### src/rtl/btn_conditioner.sv
// btn_conditioner: raw push-button front end for the step FSM.
// Each channel is synchronised through two flops, normalised so that 1 means
// pressed, and debounced by a small per-channel state machine. A clean press
// produces a single registered pulse on cond; level follows the debounced state.
module btn_conditioner #(
   parameter int N_BTN           = 2,
   parameter int DEBOUNCE_CYCLES = 4,
   parameter bit ACTIVE_LOW      = 1'b1
) (
   input  logic             clk,
   input  logic             reset,
   input  logic [N_BTN-1:0] btn_raw,
   output logic [N_BTN-1:0] cond,
   output logic [N_BTN-1:0] level
);

   localparam int CNT_W = (DEBOUNCE_CYCLES > 2) ? $clog2(DEBOUNCE_CYCLES) : 1;
   localparam logic [CNT_W-1:0] CNT_LAST     = CNT_W'(DEBOUNCE_CYCLES - 1);
   localparam logic [N_BTN-1:0] RAW_RELEASED = {N_BTN{ACTIVE_LOW}};

   localparam logic [1:0] ST_IDLE         = 2'd0;
   localparam logic [1:0] ST_PRESS_WAIT   = 2'd1;
   localparam logic [1:0] ST_HELD         = 2'd2;
   localparam logic [1:0] ST_RELEASE_WAIT = 2'd3;

   // Maps pad polarity onto "1 = pressed".
   function automatic logic [N_BTN-1:0] pressed_norm(input logic [N_BTN-1:0] raw);
      return ACTIVE_LOW ? ~raw : raw;
   endfunction

   logic [N_BTN-1:0] sync_p0;
   logic [N_BTN-1:0] sync_p1;
   logic [N_BTN-1:0] pressed_p2;

   // Stage p0/p1: two-flop synchroniser; reset parks it at the released level
   // so no phantom press is seen when reset lifts.
   always_ff @(posedge clk or posedge reset) begin
      if (reset) begin
         sync_p0 <= RAW_RELEASED;
         sync_p1 <= RAW_RELEASED;
      end else begin
         sync_p0 <= btn_raw;
         sync_p1 <= sync_p0;
      end
   end

   // Stage p2: polarity-normalised synchronised level feeding the debouncers.
   assign pressed_p2 = pressed_norm(sync_p1);

   for (genvar g = 0; g < N_BTN; g++) begin : g_chan
      logic [1:0]       state_q;
      logic [1:0]       state_d;
      logic [CNT_W-1:0] cnt_q;
      logic [CNT_W-1:0] cnt_d;
      logic             cond_q;
      logic             cond_d;
      logic             level_q;
      logic             level_d;
      logic             p;

      assign p = pressed_p2[g];

      // Debounce next-state: a level change is accepted only after the
      // synchronised input has stayed at the new level for the full count.
      always_comb begin
         state_d = state_q;
         cnt_d   = cnt_q;
         cond_d  = 1'b0;
         case (state_q)
            ST_IDLE: begin
               if (p) begin
                  state_d = ST_PRESS_WAIT;
                  cnt_d   = '0;
               end
            end
            ST_PRESS_WAIT: begin
               if (!p) begin
                  state_d = ST_IDLE;
                  cnt_d   = '0;
               end else if (cnt_q == CNT_LAST) begin
                  state_d = ST_HELD;
                  cnt_d   = '0;
                  cond_d  = 1'b1;
               end else begin
                  cnt_d = cnt_q + 1'b1;
               end
            end
            ST_HELD: begin
               if (!p) begin
                  state_d = ST_RELEASE_WAIT;
                  cnt_d   = '0;
               end
            end
            ST_RELEASE_WAIT: begin
               if (p) begin
                  state_d = ST_HELD;
                  cnt_d   = '0;
               end else if (cnt_q == CNT_LAST) begin
                  state_d = ST_IDLE;
                  cnt_d   = '0;
               end else begin
                  cnt_d = cnt_q + 1'b1;
               end
            end
            default: begin
               state_d = ST_IDLE;
               cnt_d   = '0;
            end
         endcase
         level_d = (state_d == ST_HELD) || (state_d == ST_RELEASE_WAIT);
      end

      // Stage p3: registered state, counter, press pulse and debounced level;
      // reset aborts any debounce in progress and clears both outputs at once.
      always_ff @(posedge clk or posedge reset) begin
         if (reset) begin
            state_q <= ST_IDLE;
            cnt_q   <= '0;
            cond_q  <= 1'b0;
            level_q <= 1'b0;
         end else begin
            state_q <= state_d;
            cnt_q   <= cnt_d;
            cond_q  <= cond_d;
            level_q <= level_d;
         end
      end

      assign cond[g]  = cond_q;
      assign level[g] = level_q;
   end

endmodule

### config.mk
export PLATFORM = sky130hd
export DESIGN_NAME = btn_conditioner
export DESIGN_NICKNAME = d
export VERILOG_FILES = /design/src/rtl/btn_conditioner.sv
export SDC_FILE = /design/constraint.sdc
export NUM_CORES = 1
export LEC_CHECK = 0
export ABC_AREA = 1
export BUFFER_PORTS_ARGS = -buffer_cell sky130_fd_sc_hd__buf_2
export CAP_MARGIN = 30
export CORE_AREA = 5 5 42 44
export CTS_BUF_LIST = sky130_fd_sc_hd__clkbuf_4
export DETAILED_ROUTE_END_ITERATION = 10
export DIE_AREA = 0 0 47 49
export PLACE_DENSITY = 0.66
export SYNTH_ARGS = -nofsm -noshare
export SYNTH_HDL_FRONTEND = slang
export SYNTH_SLANG_ARGS = --single-unit
### constraint.sdc
create_clock -name clk -period 2.4 [get_ports clk]
set_input_delay 0.24 -clock clk [delete_from_list [all_inputs] [get_ports clk]]
set_output_delay 0.24 -clock clk [all_outputs]
set_load 0.05 [all_outputs]
==> flow_summary.json, run 1 <==
{
  "status": "complete, but fails checks",
  "violations": "negative hold slack",
  "worst_pin_slew_ps": 536,
  "yosysUniqueCellTypes": 14,
  "cts_tree": "yes",
  "dpl.cell_count": 86,
  "vdd_drop_max_mv": 0.434,
  "synth_seq_cells": 15,
  "seq_area_um2": 380,
  "drtPass1Iterations": 4,
  "max-clock-path-buffers": 2,
  "hp-class": "input port to asynchronous set/reset pin",
  "cp_cell_sequence": "buf_2",
  "path_clk_slew_ps": 80,
  "ios": 8,
  "hpwl_um": 675,
  "rrSetupSlack_ps": 1400,
  "start_kind": "register",
  "grt_first_pass_wirelength_um": 1480,
  "grtUsageTotal_pct": 9.44,
  "synth_nets": 73,
  "drive_gt1_share_pct": 25.7,
  "clockRootBuffer": "clkbuf_4",
  "vias": 403,
  "dieHeight_um": 49,
  "max_freq_mhz": 841,
  "critical_path_buf_inv_count": 1,
  "slowest_delay_ps": 390,
  "grt_max_degree": 16,
  "fp.dieW_um": 47,
  "post-route-min-period_ps": 1190,
  "cpMaxStageDelayCell": "dfrtp_1",
  "grt_overflow": 0,
  "synth.area.top_cells": "dfrtp_1 (43%), dfstp_2 (16%), nand2_1 (10%)",
  "total_power_uw": 766,
  "post_cts_buffers": 0,
  "clkSinkCount": 15,
  "syn_to_final_growth_pct": 8.61,
  "cts_made_buffers": 3,
  "fin_nets": 81,
  "fillers": 135,
  "wl_per_cell_um": 9.91,
  "synth_edf_count": 0,
  "cp.arrival_ps": 950,
  "final_area_um2": 694,
  "synth.largest_area_cell": "dfrtp_1",
  "fin_crit_sh_pct": 49.5,
  "hold_slack_ps": -9.52,
  "ys_seq_area_share_pct": 59.5,
  "grt_pass1_vias": 378,
  "drtIter0Drc": 11,
  "portBuffers": 7,
  "antenna_found_initial": 0,
  "drc": 0,
  "syn_area_um2": 639,
  "postSynthAreaPerCell_um2": 9.54,
  "cts_resized": 0,
  "rows": 14,
  "final_max_slew_viol_count": 0,
  "vias_per_cell": 4.48,
  "hold_violations": 11,
  "crit_family": "flip-flops",
  "ys_warn_count": 0,
  "cp_max_fo": 4,
  "p_leak_uw": 0.000384,
  "power_density_nw_per_um2": 1100,
  "grt_setup_unrepaired": "no",
  "core_um2": 1400,
  "syn_inst": 67,
  "finalWeightedCongestion": 0.714,
  "rr_worst_depth": 5,
  "r2r-start": "g_chan[0].cnt_q[0]$_DFFE_PP0P_",
  "dieArea_um2": 2300,
  "worstReg2RegEnd": "g_chan[0].cnt_q[1]$_DFFE_PP0P_",
  "cts_hold_buf": 0,
  "synth_ff_type": "dfrtp_1",
  "synth_top_cell_area_share_pct": 43.1,
  "cp-end-kind": "output pin",
  "tns_ps": 0,
  "async_reset_ff_share_pct": 100,
  "finClkSkew_ps": 3.58,
  "place_area_um2": 664,
  "multi_input_area_um2": 195,
  "fin_cells": 90,
  "diodes": 0,
  "relSlewSlack_pct": 64.2,
  "drtAntennaViolNets": 0,
  "cap_violations": 0,
  "wl_um": 892,
  "htreeDepth": 1,
  "yosysMostFrequentCell": "nand2_1",
  "start_util_pct": 45.6,
  "clk_latency_ps": 270,
  "path_class": "register to output pin",
  "setup_viol": 0,
  "cp_data_required_time_ps": 2160,
  "synth_common_cells": "nand2_1 (17), dfrtp_1 (11), inv_1 (8)"
}
## how the worst max path moves through the flow
stage / end / cells after the start / startpoint / slack (ps)
6_report: level[1] / 1 / g_chan[1].level_q$_DFF_PP0_ / 1210
5_1_grt: level[1] / 1 / g_chan[1].level_q$_DFF_PP0_ / 1150
4_1_cts: level[1] / 1 / g_chan[1].level_q$_DFF_PP0_ / 1200
3_5_place_dp: g_chan[0].cnt_q[1]$_DFFE_PP0P_ / 5 / g_chan[0].cnt_q[0]$_DFFE_PP0P_ / 1410
3_3_place_gp: g_chan[1].state_q[0]$_DFF_PP0_ / 3 / g_chan[1].cnt_q[0]$_DFFE_PP0P_ / 1430
2_1_floorplan: g_chan[0].cnt_q[1]$_DFFE_PP0P_ / 5 / g_chan[0].cnt_q[0]$_DFFE_PP0P_ / 1450
## routing by layer
| metal | vias up | track usage (%) | routed length [um] |
|---|---|---|---|
| li1 | 220 | - | - |
| met4 | 0 | 5.53 | 13 |
| met2 | 12 | 12.2 | 357 |
| met5 | - | 0 | 0 |
| met1 | 169 | 11.8 | 441 |
| met3 | 2 | 5.54 | 80 |
## metrics by stage
stage          utilization [%]  setup WS [ps]  hold slack (ps)
2_1_floorplan                -           1450              139
3_3_place_gp              47.4           1430              299
3_5_place_dp              47.4           1410              304
4_1_cts                   49.6           1200            0.448
5_1_grt                   49.6           1150             32.0
6_report                  49.6           1210            -9.52
## layout by cell type (no fill, tap or decap)
master    Yosys  final
o21ai_0       3      3
nor2_1        6      6
nand3_1       2      2
inv_2         1      1
ha_1          2      2
a21boi_1      1      1
dfstp_2       4      4
a21boi_0      1      1
buf_2         0      7
nand4_1       4      4
clkbuf_4      0      4
dfrtp_1      11     11
nand2_1      17     17
inv_1         8      8
nand2_2       3      3
## sequential cells by signal (all words and copies together), names as in the netlist
name	count
g_chan.state_q	3
g_chan.cond_q	2
sync_p1	2
g_chan.cnt_q	4
g_chan.level_q	2
sync_p0	2
## logic make-up after synthesis
group | Yosys count | share of synthesized area (%)
flops | 15 | 59.5
buf+inv | 13 | 9.98
compound gates | 5 | 4.70
fa+ha+maj | 2 | 3.91
simple gates | 32 | 21.9
## where the power goes
group	internal, uW	switching, uW	total, uW
combinational	75.3	165	240
sequential	325	54.6	379
clock	75.7	71.4	147
total	476	291	766
## cell type report
cell class	instances	share of cell area [%]
clock buffer	4	4.32
sequential	15	54.8
multi-input combinational	39	28.1
timing repair buffer	7	5.05
inverter	9	4.86
tap	16	2.88
Power figures use the tool's default switching activity.
==> run 2: changes to the inputs <==
--- a/config.mk
+++ b/config.mk
@@ -12,7 +12,7 @@
 export CTS_BUF_LIST = sky130_fd_sc_hd__clkbuf_4
 export DETAILED_ROUTE_END_ITERATION = 10
 export DIE_AREA = 0 0 47 49
-export PLACE_DENSITY = 0.66
+export PLACE_DENSITY = 0.69
 export SYNTH_ARGS = -nofsm -noshare
 export SYNTH_HDL_FRONTEND = slang
 export SYNTH_SLANG_ARGS = --single-unit
==> constraint.sdc (replaced) <==
create_clock -name clk -period 1 [get_ports clk]
set_input_delay 0.1 -clock clk [delete_from_list [all_inputs] [get_ports clk]]
set_output_delay 0.1 -clock clk [all_outputs]
set_load 0.05 [all_outputs]
==> run 2 against run 1 <==
  * The flow now finishes without violations
  * Critical path depth increased by 4
  * Sequential share of layout area decreased by 8.4 points
  * First-iteration DRC count decreased by 55%
  * Via count increased by 19%
  * Clock skew decreased by 1.1 ps
  * Hold slack improved by 370 ps
  * Count of clock-buffer cells in the layout unchanged
  * Die area unchanged
  * Total power increased to 2.7 times the previous value
  * Routed wire length increased by 19%
  * Largest power group unchanged
==> flow_summary.json, run 2 (synthesis gave the netlist of run 1 again) <==
{
  "status": "completed",
  "start_kind": "register",
  "dieHeight_um": 49,
  "path_class": "register to register",
  "clockRootBuffer": "clkbuf_4",
  "wl_um": 1060,
  "cts_tree": "yes",
  "grt_max_degree": 16,
  "grtUsageTotal_pct": 10.4,
  "largest_reg_flops": 4,
  "drtIter0Drc": 5,
  "rows": 14,
  "grt_overflow": 0,
  "cp.arrival_ps": 1150,
  "p_int_uw": 1280,
  "final_common_cell": "nand2_1",
  "post-place-ws_ps": 11.3,
  "seq_area_um2": 380,
  "portBuffers": 7,
  "finClkSkew_ps": 2.45,
  "antenna_found_initial": 0,
  "syn_to_final_growth_pct": 28.2,
  "power_density_nw_per_um2": 2560,
  "multi_input_area_um2": 233,
  "p_leak_uw": 0.000440,
  "final_cell_mix": "nand2_1 (13), dfrtp_1 (11), buf_4 (8)",
  "vias": 481,
  "utilization_pct": 58.5,
  "cp_max_fo": 2,
  "seqPwrFrac_pct": 43.0,
  "fin_crit_sh_pct": 97.5,
  "hpwl_um": 721,
  "finalWeightedCongestion": 0.733,
  "top_regs": "g_chan.cnt_q x4, g_chan.state_q x3",
  "clk_latency_ps": 280,
  "cp_data_required_time_ps": 1180,
  "max_freq_mhz": 1030,
  "relSlewSlack_pct": 83.6,
  "cts_made_buffers": 3,
  "power.switching_uw": 815,
  "worst_slack_ps": 24.6,
  "htreeDepth": 1,
  "max-clock-path-buffers": 2,
  "grt_pass1_vias": 447,
  "hp-class": "input port to asynchronous set/reset pin",
  "drive_gt1_share_pct": 40.5,
  "post-route-min-period_ps": 975,
  "start_util_pct": 45.6,
  "fillers": 125,
  "cp-end-kind": "register",
  "fin_nets": 91,
  "dieArea_um2": 2300,
  "vdd_drop_max_mv": 1.04,
  "drc": 0,
  "path_clk_slew_ps": 90,
  "ios": 8,
  "switching_share_pct": 38.8,
  "pwr-share-clk_pct": 17.4,
  "hold_violations": 0,
  "p_comb_share_pct": 39.6,
  "diodes": 0,
  "cap_violations": 0,
  "grt_setup_unrepaired": "yes",
  "clkSinkCount": 15,
  "wl_per_cell_um": 10.6,
  "setup_viol": 0,
  "drtAntennaViolNets": 0,
  "core_um2": 1400,
  "drtPass1Iterations": 4,
  "fp.dieW_um": 47,
  "grt_first_pass_wirelength_um": 1740,
  "regMostFlops": "g_chan.cnt_q",
  "worst_pin_slew_ps": 248,
  "vias_per_cell": 4.81,
  "final_max_slew_viol_count": 0
}
[run 2: power by group through the flow]
stage / clock network [uW] / registers [uW] / logic, uW
after floorplan: 0 / 893 / 537
after global routing: 401 / 923 / 928
after detailed placement: 0 / 927 / 595
after CTS: 379 / 900 / 675
final: 365 / 902 / 832
after global placement: 0 / 916 / 568
[run 2: stage by stage]
step	power, uW	TNS (ps)	instance area (um^2)	std cells	hold WS (ps)
after floorplan	1430	0	639	67	-1.38
after global placement	1480	0	672	87	99.5
after detailed placement	1520	0	672	87	117
after CTS	1950	0	749	96	359
after global routing	2250	-106	820	100	367
final	2100	0	820	100	359
[run 2: timing repair]
| item | 4_1_cts | 5_1_grt |
|---|---|---|
| hold buffers | 3 | 0 |
| cloned | 0 | 0 |
| resized for setup | 1 | 12 |
| endpoints found under the hold margin | 13 | 0 |
| endpoints found under the setup margin | 2 | 6 |
| pin swaps | 0 | 6 |
| buffers inserted | 2 | 4 |
[run 2: layout make-up]
| class | instances | area share, % |
|---|---|---|
| clock buffers | 4 | 3.66 |
| inverters | 9 | 4.12 |
| multi-input cells | 39 | 28.4 |
| flip-flops and latches | 15 | 46.4 |
| well taps | 16 | 2.44 |
| repair buffers | 17 | 15.0 |
[run 2: metal layers]
layer,vias to the layer above,wire [um],track usage (%)
met5,-,0,0
met4,0,10,5.53
met3,2,69,3.32
met2,13,539,16.3
met1,226,437,12.2
li1,240,-,-
[run 2: worst max-delay path: stages (launching register included)]
cell and delay [ps]:
dfrtp_1 390, ha_1 290, nand2_1 70, inv_1 40
nand2_1 40, nand2_1 40
[run 2: worst paths after layout]
| kind | cells past startpoint | endpoint | startpoint | slack [ps] |
|---|---|---|---|---|
| worst max-delay path | 5 | g_chan[0].cnt_q[1]$_DFFE_PP0P_ | g_chan[0].cnt_q[1]$_DFFE_PP0P_ | 20 |
| worst min-delay path | 4 | g_chan[0].state_q[1]$_DFF_PP0_ | reset | 360 |
| worst max register to register | 5 | g_chan[0].cnt_q[1]$_DFFE_PP0P_ | g_chan[0].cnt_q[1]$_DFFE_PP0P_ | 20 |
| worst min register to register | 0 | sync_p1[0]$_DFF_PP1_ | sync_p0[0]$_DFF_PP1_ | 360 |
| max in group asynchronous | 4 | sync_p1[1]$_DFF_PP1_ | reset | 400 |
| min in group clk | 0 | sync_p1[0]$_DFF_PP1_ | sync_p0[0]$_DFF_PP1_ | 360 |
==> run 3: changes to the inputs <==
--- a/config.mk
+++ b/config.mk
@@ -13,6 +13,7 @@
 export DETAILED_ROUTE_END_ITERATION = 10
 export DIE_AREA = 0 0 47 49
 export PLACE_DENSITY = 0.69
+export REMOVE_ABC_BUFFERS = 1
 export SYNTH_ARGS = -nofsm -noshare
 export SYNTH_HDL_FRONTEND = slang
 export SYNTH_SLANG_ARGS = --single-unit
==> run 3 against run 2 <==
  * Combinational power is 4.6% lower
  * Non-clock buffer count is 3 lower
  * Routed wire length decreased by 1.3%
  * Critical path type unchanged
==> flow_summary.json, run 3 (synthesis gave the netlist of run 1 again) <==
{
  "status": "completed",
  "fin_cells": 97,
  "drive_gt1_share_pct": 39.5,
  "grt_first_pass_wirelength_um": 1790,
  "portBuffers": 7,
  "final_max_slew_viol_count": 0,
  "grt_max_degree": 16,
  "p_leak_uw": 0.000423,
  "top_regs": "g_chan.cnt_q x4, g_chan.state_q x3",
  "wl_per_cell_um": 10.8,
  "worst_pin_slew_ps": 249,
  "grt_pass1_vias": 432,
  "clk_latency_ps": 270,
  "clkSinkCount": 15,
  "grt_overflow": 0,
  "final_common_cell": "nand2_1",
  "cap_violations": 0,
  "max-clock-path-buffers": 2,
  "min_to": "sync_p1[1]$_DFF_PP1_",
  "power_density_nw_per_um2": 2570,
  "syn_to_final_growth_pct": 25.4,
  "dieArea_um2": 2300,
  "dpl.cell_count": 88,
  "vdd_drop_max_mv": 1.53,
  "hold_slack_ps": 359,
  "fin_nets": 88,
  "cts_made_buffers": 3,
  "cp-end-kind": "register",
  "max_freq_mhz": 1020,
  "vias_per_cell": 4.86,
  "r2r-start": "sync_p1[0]$_DFF_PP1_",
  "setup_viol": 0,
  "fillers": 130,
  "clockRootBuffer": "clkbuf_4",
  "hold_violations": 0,
  "diodes": 0,
  "dieHeight_um": 49,
  "wl_um": 1040,
  "path_class": "register to register",
  "grtUsageTotal_pct": 11.1,
  "hpwl_um": 742,
  "grt_setup_unrepaired": "yes",
  "fp.dieW_um": 47,
  "rrSetupSlack_ps": 20,
  "htreeDepth": 1,
  "min-delay-start": "sync_p0[1]$_DFF_PP1_",
  "start_util_pct": 45.6,
  "relSlewSlack_pct": 83.5,
  "cp.arrival_ps": 1140,
  "antenna_found_initial": 0,
  "rows": 14,
  "worstReg2RegEnd": "g_chan[0].cnt_q[1]$_DFFE_PP0P_",
  "finClkSkew_ps": 1.54,
  "drtPass1Iterations": 2,
  "fin_crit_sh_pct": 97.9,
  "drtIter0Drc": 1,
  "cts_tree": "yes",
  "largest_reg_flops": 4,
  "path_clk_slew_ps": 70,
  "cp_data_required_time_ps": 1160,
  "rr_worst_depth": 5,
  "start_kind": "register",
  "finalWeightedCongestion": 0.674,
  "hp-class": "register to register",
  "cp_max_fo": 5,
  "final_cell_mix": "nand2_1 (13), dfrtp_1 (11), inv_1 (7)",
  "ios": 8,
  "vias": 471,
  "tns_ps": 0,
  "post-route-min-period_ps": 979,
  "drc": 0,
  "regMostFlops": "g_chan.cnt_q",
  "core_um2": 1400,
  "drtAntennaViolNets": 0,
  "min_path_cells": 0
}
-- run 3: cell types whose count changed in the layout (fill, tap and decap cells not counted) --
cell	change
a21boi_0	-1
a21boi_2	+1
buf_2	+1
buf_4	-4
buf_6	+1
clkbuf_4	-1
ha_1	-1
ha_2	+1
nor2_1	+1
nor2_2	-1
-- run 3: where the power goes --
part | switching (uW) | internal [uW]
registers | 144 | 779
clock network | 159 | 182
logic | 484 | 310
total | 787 | 1270
-- run 3: how the worst max path moves through the flow --
stage / from / end / slack, ps / cells after the start
finish: sync_p1[0]$_DFF_PP1_ / g_chan[0].cnt_q[1]$_DFFE_PP0P_ / 20 / 5
global route: g_chan[0].cnt_q[1]$_DFFE_PP0P_ / g_chan[0].cnt_q[1]$_DFFE_PP0P_ / -30 / 5
CTS: g_chan[1].level_q$_DFF_PP0_ / level[1] / 6 / 1
detailed placement: g_chan[1].cnt_q[0]$_DFFE_PP0P_ / g_chan[1].state_q[0]$_DFF_PP0_ / -40 / 3
global placement: g_chan[0].cnt_q[0]$_DFFE_PP0P_ / g_chan[0].cnt_q[1]$_DFFE_PP0P_ / 40 / 5
floorplan: g_chan[1].level_q$_DFF_PP0_ / g_chan[1].cnt_q[0]$_DFFE_PP0P_ / -130 / 5
-- run 3: worst max-delay path: stages (launching register included) --
cell and delay (ps):
dfstp_2 570, inv_2 60, nand2_4 80, nand2_1 60
nand2_1 60, nand2_1 40
-- run 3: per-stage QoR --
step	utilization, %	power [uW]	instance area, um^2	worst slack (ps)
2_1_floorplan	-	1370	609	-126
3_3_place_gp	48.5	1510	679	38.1
3_5_place_dp	48.5	1550	679	-35.8
4_1_cts	54.2	1970	759	6.09
5_1_grt	57.2	2240	802	-32.4
6_report	57.2	2060	802	21.1
-- run 3: cell type report --
class | instances | area, um^2 | share of cell area (%)
flip-flops and latches | 15 | 380 | 47.4
multi-input cells | 39 | 236 | 29.5
repair buffers | 14 | 101 | 12.6
inverters | 9 | 33.8 | 4.21
well taps | 16 | 20.0 | 2.50
clock buffers | 4 | 30.0 | 3.74
-- run 3: timing repair --
item	in CTS	in global routing
endpoints found under the setup margin	4	6
gates resized for setup	3	12
pin swaps	1	8
hold buffers	3	0
gates cloned	0	0
hold endpoints to repair	13	0
buffers inserted	2	0
-- run 3: routing by layer --
metal / share of wire, % / GRT usage [%] / vias up
li1: - / - / 234
met1: 39 / 12.4 / 225
met2: 53 / 18.1 / 10
met3: 6.0 / 5.54 / 2
met4: 0.96 / 2.76 / 0
met5: 0 / 0 / -
